## config.mk

```make
export PLATFORM = sky130hd
export DESIGN_NAME = data_cache
export DESIGN_NICKNAME = d
export VERILOG_FILES = /design/src/rtl/data_cache_pkg.sv /design/src/rtl/cache_array.sv /design/src/rtl/data_cache.sv
export SDC_FILE = /design/constraint.sdc
export NUM_CORES = 2
export LEC_CHECK = 0
export ABC_AREA = 1
export CORE_UTILIZATION = 50
export CTS_CLUSTER_SIZE = 16
export DETAILED_ROUTE_END_ITERATION = 12
export PLACE_DENSITY = 0.65
export SYNTH_ARGS = -nofsm -noshare
export SYNTH_HDL_FRONTEND = slang
export SYNTH_SLANG_ARGS = --single-unit
```

## constraint.sdc

```tcl
create_clock -name clk -period 4.35 [get_ports clk]
set_input_delay 0.6525 -clock clk [delete_from_list [all_inputs] [get_ports clk]]
set_output_delay 0.6525 -clock clk [all_outputs]
set_load 0.02 [all_outputs]
```

## src/rtl/data_cache_pkg.sv

```systemverilog
// rtl/data_cache_pkg.sv - shared pipeline constants for the MEM-stage data cache
package data_cache_pkg;

  localparam int WORD_W = 32;

  // Miss-path FSM encoding
  localparam logic [1:0] ST_IDLE    = 2'd0;
  localparam logic [1:0] ST_WAIT    = 2'd1;
  localparam logic [1:0] ST_RD_MISS = 2'd2;
  localparam logic [1:0] ST_WR_THRU = 2'd3;

  // Wide enough for SRAM_DELAY up to 7
  localparam int DLY_W = 3;

endpackage

```

## src/rtl/cache_array.sv

```systemverilog
// rtl/cache_array.sv - direct-mapped line storage: async read, sync write, async valid clear
module cache_array
  import data_cache_pkg::*;
#(
  parameter int SETS  = 64,
  parameter int IDX_W = 6,
  parameter int TAG_W = 24
) (
  input  logic              clk,
  input  logic              rst,
  input  logic [IDX_W-1:0]  idx,
  output logic              line_valid,
  output logic [TAG_W-1:0]  line_tag,
  output logic [WORD_W-1:0] line_data,
  input  logic              we,
  input  logic [TAG_W-1:0]  wtag,
  input  logic [WORD_W-1:0] wdata
);

  logic [WORD_W-1:0] data_mem [SETS];
  logic [TAG_W-1:0]  tag_mem  [SETS];
  logic [SETS-1:0]   valid;

  // Data and tags need no reset; a cleared valid bit masks them
  always_ff @(posedge clk) begin
    if (we) begin
      data_mem[idx] <= wdata;
      tag_mem[idx]  <= wtag;
    end
  end

  always_ff @(posedge clk or negedge rst) begin
    if (!rst) begin
      valid <= '0;
    end else if (we) begin
      valid[idx] <= 1'b1;
    end
  end

  assign line_valid = valid[idx];
  assign line_tag   = tag_mem[idx];
  assign line_data  = data_mem[idx];

endmodule

```

## src/rtl/data_cache.sv

```systemverilog
// rtl/data_cache.sv - one-word-line direct-mapped write-through data cache for the MEM stage
module data_cache
  import data_cache_pkg::*;
#(
  parameter int SETS       = 64,
  parameter int SRAM_DELAY = 0
) (
  input  logic              clk,
  input  logic              rst,
  input  logic              MEM_R_EN,
  input  logic              MEM_W_EN,
  input  logic [31:0]       address,
  input  logic [31:0]       wdata,
  output logic [31:0]       rdata,
  output logic              ready,
  output logic              sram_r_en,
  output logic              sram_w_en,
  output logic [31:0]       sram_address,
  output logic [31:0]       sram_wdata,
  input  logic [31:0]       sram_rdata,
  input  logic              sram_ready
);

  localparam int IDX_W = $clog2(SETS);
  localparam int TAG_W = 30 - IDX_W;
  localparam logic [DLY_W-1:0] DLY_LAST = DLY_W'((SRAM_DELAY > 0) ? SRAM_DELAY - 1 : 0);

  logic [IDX_W-1:0]  idx;
  logic [TAG_W-1:0]  tag;
  logic              line_valid;
  logic [TAG_W-1:0]  line_tag;
  logic [WORD_W-1:0] line_data;
  logic              line_we;
  logic [WORD_W-1:0] line_wdata;
  logic              hit;

  logic [1:0]        state, state_n;
  logic [DLY_W-1:0]  cnt, cnt_n;

  assign idx = address[IDX_W+1:2];
  assign tag = address[31:IDX_W+2];
  assign hit = line_valid && (line_tag == tag);

  // The MEM stage is frozen while ready=0, so address/wdata stay put for the whole request
  assign sram_address = address;
  assign sram_wdata   = wdata;
  assign line_wdata   = (state == ST_RD_MISS) ? sram_rdata : wdata;

  cache_array #(
    .SETS  (SETS),
    .IDX_W (IDX_W),
    .TAG_W (TAG_W)
  ) u_array (
    .clk        (clk),
    .rst        (rst),
    .idx        (idx),
    .line_valid (line_valid),
    .line_tag   (line_tag),
    .line_data  (line_data),
    .we         (line_we),
    .wtag       (tag),
    .wdata      (line_wdata)
  );

  always_ff @(posedge clk or negedge rst) begin
    if (!rst) begin
      state <= ST_IDLE;
      cnt   <= '0;
    end else begin
      state <= state_n;
      cnt   <= cnt_n;
    end
  end

  always_comb begin
    state_n   = state;
    cnt_n     = cnt;
    ready     = 1'b1;
    rdata     = '0;
    sram_r_en = 1'b0;
    sram_w_en = 1'b0;
    line_we   = 1'b0;
    case (state)
      ST_IDLE: begin
        if (MEM_W_EN) begin
          ready   = 1'b0;
          state_n = ST_WR_THRU;
        end else if (MEM_R_EN) begin
          if (hit) begin
            rdata = line_data;
          end else begin
            ready = 1'b0;
            if (SRAM_DELAY > 0) begin
              state_n = ST_WAIT;
              cnt_n   = DLY_LAST;
            end else begin
              state_n = ST_RD_MISS;
            end
          end
        end
      end
      ST_WAIT: begin
        ready = 1'b0;
        if (cnt == '0) begin
          state_n = ST_RD_MISS;
        end else begin
          cnt_n = cnt - 1'b1;
        end
      end
      ST_RD_MISS: begin
        sram_r_en = 1'b1;
        if (sram_ready) begin
          rdata   = sram_rdata;
          line_we = 1'b1;
          state_n = ST_IDLE;
        end else begin
          ready = 1'b0;
        end
      end
      ST_WR_THRU: begin
        sram_w_en = 1'b1;
        if (sram_ready) begin
          // No-write-allocate: only a line already holding this word is refreshed
          line_we = hit;
          state_n = ST_IDLE;
        end else begin
          ready = 1'b0;
        end
      end
      default: state_n = ST_IDLE;
    endcase
    // Outputs go quiet immediately while reset is held, not at the next edge
    if (!rst) begin
      ready     = 1'b1;
      rdata     = '0;
      sram_r_en = 1'b0;
      sram_w_en = 1'b0;
      line_we   = 1'b0;
    end
  end

endmodule

```

[Word-level counts from Yosys, hierarchy flattened]
Memories as Yosys holds them, arrays and structs flattened.
Cells that the tools add are included.
Word-level totals
  word-level logic and storage cells: 57
  memories: 2
  input port bits: 101
  memory bits (writable): 3584
  output and inout bits: 99
  flip-flop bits (word level): 69
Cells by class
  order comparisons: 2
  bitwise operators: 2
  add/sub/neg operators: 1
  muxes and demuxes: 32
  reductions and logical operators: 7
  eq/ne operators: 8
Memory list
  u_array.data_mem: depth 64, bits a word 32, rd ports 1, clocked after memory_dff 0, wr ports 1, line cache_array.sv:20  | logic [WORD_W-1:0] data_mem [SETS];
  u_array.tag_mem: depth 64, bits a word 24, rd ports 1, clocked after memory_dff 0, wr ports 1, line cache_array.sv:21  | logic [TAG_W-1:0] tag_mem [SETS];
Operator list (count)
  $mux W32: 6
  $or A64 B64 Y64: 1
  $pmux W32 S2: 1
  $eq A24 B24 Y1: 1
  $mux W1: 15
  $mux W2: 5
  $lt A6 B7 Y1 const B: 1
  $bmux W1 S6: 1
  $demux W1 S6: 1
  $ge A6 B1 Y1 const B: 1
  $ne A3 B3 Y1 const B: 2
  $pmux W2 S3: 1
  $eq A2 B2 Y1 const B: 2
  $reduce_and A4 Y1: 1
  $logic_not A3 Y1: 1
  $pmux W1 S3: 1
  $sub A3 B1 Y3 const B: 1
  $eq A2 B1 Y1 const B: 1
  $logic_and A1 B1 Y1: 2
  $logic_not A2 Y1: 1
  $ne A2 B1 Y1 const B: 1
  $ne A2 B2 Y1 const B: 1
  $pmux W1 S2: 1
  $reduce_and A2 Y1: 1
  2 further kinds: 2

[Longest topological paths before layout]
  depth in word-level cells: 8
  gate-level depth with buffers: 27
  gate-level depth less buffers: 22

[By module]
From an unflattened synthesis, not the netlist that was laid out.
Second synthesis, totals
  cell total of the unflattened synthesis: 15512
  area, all modules: 155147.5 um2
Modules (own cells, without submodules)
  cache_array: area an instance 152548.8 um2, times used 1, cells each 14994
  data_cache: area an instance 2598.7 um2, times used 1, cells each 518

[Least setup slack after synthesis]
OpenSTA, ideal clock, no wires.
  path kind: input port to flip-flop
  start point: input port address[2]
  end point: memory u_array.data_mem[0][0], enable pin
  cell stages on the path: 24
  slack: 0.058 ns
  data required time: 3.940 ns
  arrival time: 3.882 ns
  cell sequence: buf_4 -> inv_2 -> buf_6 -> buf_6 -> buf_4 -> nand2_1 -> nand3_1 -> nand2_1 -> o21ai_0 -> nand2_1 -> nor2_1 -> nand2_1 -> nand2_1 -> nand2_1 -> nor2_1 -> nand2_1 -> nor2_1 -> nand2_1 -> nor2_4 -> nand2_1 -> nand2_4 -> buf_4 -> nand3_1 -> inv_1
Between the ends
  cells in the longest elaborated chain, start to end: 8
  elaborated cells on any way between the ends: 10
  classes of those cells: 1 x eq/ne; 7 x mux; 1 x reduce/logical; 1 x memory
RTL lines
  from (decl): line data_cache.sv:12  | input logic [31:0] address,
  $mem_v2 Z64 W24 / $bmux W1 S6 (equally long branches)
  $eq A24 B24 Y1 / $mux W1 (equally long branches): line data_cache.sv:42, cache_array.sv:40
  $logic_and A1 B1 Y1: line data_cache.sv:42  | assign hit = line_valid && (line_tag == tag);
  $mux W1: line data_cache.sv:122  | if (sram_ready) begin
  $pmux W1 S2: line data_cache.sv:83  | case (state)
  $mux W1: line data_cache.sv:133  | if (!rst) begin
  $mux W1: line cache_array.sv:26  | if (we) begin
  $mux W1 (implied by the code): line cache_array.sv:27  | data_mem[idx] <= wdata;
  to (decl): line cache_array.sv:20
Parallel ways exist; a longest one is shown, timed or not. The select of a mux whose other input is x is not followed.

[Worst setup path after layout]
  start point: input port address[2]
  end point: output port ready
Between the ends
  cells in the longest elaborated chain, start to end: 8
  elaborated cells on any way between the ends: 10
  classes of those cells: 1 x eq/ne; 7 x mux; 1 x reduce/logical; 1 x memory
RTL lines
  $mem_v2 Z64 W24 / $bmux W1 S6 (equally long branches)
  $eq A24 B24 Y1 / $mux W1 (equally long branches): line data_cache.sv:42, cache_array.sv:40
  $logic_and A1 B1 Y1 *: line data_cache.sv:42
  $mux W1 *: line data_cache.sv:89  | if (hit) begin
  $mux W1 *: line data_cache.sv:88  | end else if (MEM_R_EN) begin
  $mux W1 *: line data_cache.sv:85  | if (MEM_W_EN) begin
  $pmux W1 S3 *: line data_cache.sv:83
  $mux W1 *: line data_cache.sv:133
  to (decl): line data_cache.sv:15  | output logic ready,
Mark *: on every way between the ends. The rest lies on a longest branch, timed or not. The select of a mux whose other input is x is not followed.

==> impl_metrics.tcl <==
set metrics [dict create \
    violations "DRC, setup timing" \
    drcViolationCount 8 \
    rows 194 \
    synth-edff-count 3584 \
    fill_cells 20400 \
    cts_inserted_buffers 368 \
    finalHoldViolCount 0 \
    io-pin-count 200 \
    grt_use_total_pct 31.8 \
    setup_viol 38 \
    p_per_area_mw_per_mm2 466 \
    hpwl_um 280000 \
    whs_endpoint "u_array.tag_mem[22][4]" \
    worst_slack_ns -0.288 \
    fmax_ghz 0.216 \
    die-area_mm2 0.284 \
    die_h_um 533 \
    via_per_inst 6.20 \
    start_util_pct 50.3 \
    hold_depth 1 \
    routed_wl_um 462000 \
    cp-startpoint "address[2]" \
    slew_headroom_pct 9.51 \
    synth_ff_type "edfxtp_1" \
    hp-class "in -> reg" \
    synth_nets 10300 \
    antenna_found_initial 11 \
    tightestPinTransition_ns 1.35 \
    clockBufferDepth 4 \
    cts_num_sinks 3653 \
    syn_avg_cell_area_um2 13.9 \
    status "finished, violations left" \
    synthDominantCellAreaShare_pct 76.4 \
    reg2reg_depth 26 \
    syn2layout_area_growth_pct 21.9 \
    drive_gt1_share_pct 19.3 \
    setup.worst_path.class "in -> out" \
    yosys_warnings 0 \
    worstPathMaxFanout 11 \
    cts_tree "yes" \
    fin_skew_ns 0.0493 \
    r2r_start "u_array.tag_mem[39][17]" \
    startpoint_type "input port" \
    place_ws_ns -1.29 \
    yosysUniqueCellTypes 41 \
    grt_pass1_vias 91100 \
    cts.clk_slew.worst_paths_ns 0.06 \
    grt_pass1_wl_um 650000 \
    place.gp.congestion 0.915 \
    syn-cell-area_mm2 0.141 \
    synth_commonest_cells "edfxtp_1, nand2_1, nor2_1, o22ai_1, o21ai_0" \
    ys_seq_area_share_pct 77.7 \
    numPortBuffers 195 \
    overflow 0 \
    reg2reg_slack_ns 0.06 \
    rsz0062_at_grt "true" \
    post-route-period-util_pct 107 \
    synth.most_common_cell "edfxtp_1" \
    first_iter_violations 14500 \
    route.vias.total 95100 \
    end_kind "primary output" \
    maxCapViolations 0 \
    p_leak_nw 60.7 \
    clk_latency_ns 0.91 \
    async_flop_share_pct 1.89 \
    fin_nets 11400 \
    cts_htree_levels 5 \
    grt_max_degree 66 \
    synthCells 10200 \
    dpl_cell_area_mm2 0.157 \
    slew_viol_final 0 \
    min_period_ns 4.64 \
    cp.required_ns 3.70 \
    vdd_drop_max_mv 0.974 \
    synthTopCellsByArea "edfxtp_1, nand2_1, o22ai_1, nor2_1, o21ai_0" \
    seqCellArea_mm2 0.109 \
    r2r_end "u_array.tag_mem[20][9]" \
    clockRootBuffer "clkbuf_16" \
    arrival_ns 3.99 \
    ys_ff_latch 3653 \
    dr.pass1.iters 12 \
    multi_input_area_mm2 0.0272 \
    die_w_um 533 \
    ant_nets 0 \
    wire_per_inst_um 30.2 \
    hp-start "address[12]" \
    final_area_mm2 0.172 \
    core_area_mm2 0.280 \
    synth_top_cell_by_area "edfxtp_1" \
]
-- layer usage --
metal  global-route usage [%]  wire length [um]
met1                     42.7            169000
met2                     50.5            216000
met3                     5.93             52300
met4                     14.8             25000
met5                        0                55
-- power breakdown --
part / leakage, nW / switching, mW / internal, mW
logic: 22.3 / 6.00 / 1.85
clock network: 5.50 / 13.2 / 17.1
registers: 32.9 / 0.0454 / 41.7
total: 60.7 / 19.3 / 60.6
-- how the worst max path moves through the flow --
stage | end | depth (start not counted)
detailed placement | rdata[26] | 22
floorplan | u_array.data_mem[0][0] | 24
CTS | rdata[17] | 26
global placement | rdata[22] | 22
global route | rdata[1] | 24
finish | ready | 25
-- metrics by stage --
step	hold WS [ns]	power [mW]	TNS (ns)	utilization, %	cells
after CTS	0.0933	79.8	-5.78	61.1	15300
after floorplan	0.357	46.1	0	-	10200
after detailed placement	0.436	49.8	-3897.77	56.3	14500
final	0.139	79.9	-6.81	61.4	15300
after global placement	0.431	49.6	-3932.37	56.3	14500
after global routing	0.118	81.8	-12.85	61.4	15300
-- cell families (layout without fill, tap and decap cells) --
family | count (synthesis) | after routing | synth area share (%)
AO/OA/AOI/OAI | 2113 | 2113 | 9.23
buffers and inverters | 1160 | 2612 | 3.68
other | 0 | 3 | 0
adder cells (fa/ha/maj) | 2 | 2 | 0.0178
flip-flops | 3653 | 3653 | 77.7
AND/OR/NAND/NOR | 3221 | 3223 | 9.39
XOR/XNOR | 1 | 1 | 0.00622
-- layout make-up --
type | instances | share of cell area [%]
sequential | 3653 | 63.7
multi-input combinational | 5339 | 15.9
timing repair buffer | 1443 | 9.84
clock buffer | 454 | 5.62
tap | 3724 | 2.72
inverter | 510 | 1.25
clock inverter | 203 | 0.971
timing repair inverter | 2 | 0.0102
antenna | 3 | 0.00438
-- what timing repair did --
item	in CTS	in global routing
setup endpoints to repair	3521	552
resized for setup	449	171
hold buffers	2	0
buffers inserted	98	23
pin swaps	97	93
hold endpoints to repair	20	0
gates cloned	22	9
-- placed cells by master (no fill, tap or decap), types with 105 or more instances in the layout --
cell | synthesis | final
o21ai_0 | 560 | 492
or2_2 | 160 | 155
clkbuf_16 | 0 | 379
o21ai_1 | 209 | 244
buf_12 | 0 | 376
nand3_1 | 309 | 299
nor2_1 | 1034 | 965
inv_1 | 502 | 433
o22ai_1 | 755 | 754
nand2_1 | 1572 | 1511
clkinv_1 | 5 | 105
edfxtp_1 | 3584 | 3584
buf_4 | 105 | 787
clkdlybuf4s50_1 | 0 | 129
o211ai_1 | 197 | 197
-- worst max-delay path, cell delays in order --
cell	delay, ns
buf_16	0.14
buf_16	0.18
buf_16	0.17
buf_16	0.16
nor2_1	0.14
nor2_1	0.09
o21ai_0	0.09
o21ai_0	0.16
o21ai_2	0.20
nand2_2	0.08
nor2_4	0.15
nand3b_1	0.09
nand2_1	0.10
nand2_2	0.12
nor2_2	0.14
buf_4	0.14
nand2_2	0.06
nor2_4	0.10
buf_12	0.16
buf_12	0.15
buf_16	0.17
buf_4	0.14
nand3_2	0.08
nand2_2	0.11
buf_4	0.14
-- registers in the layout (all words and copies together) (netlist names) --
signal,count
state,2
u_array.data_mem,2048
cnt,3
u_array.valid,64
u_array.tag_mem,1536
No activity file was read; power rests on OpenSTA's default activity.
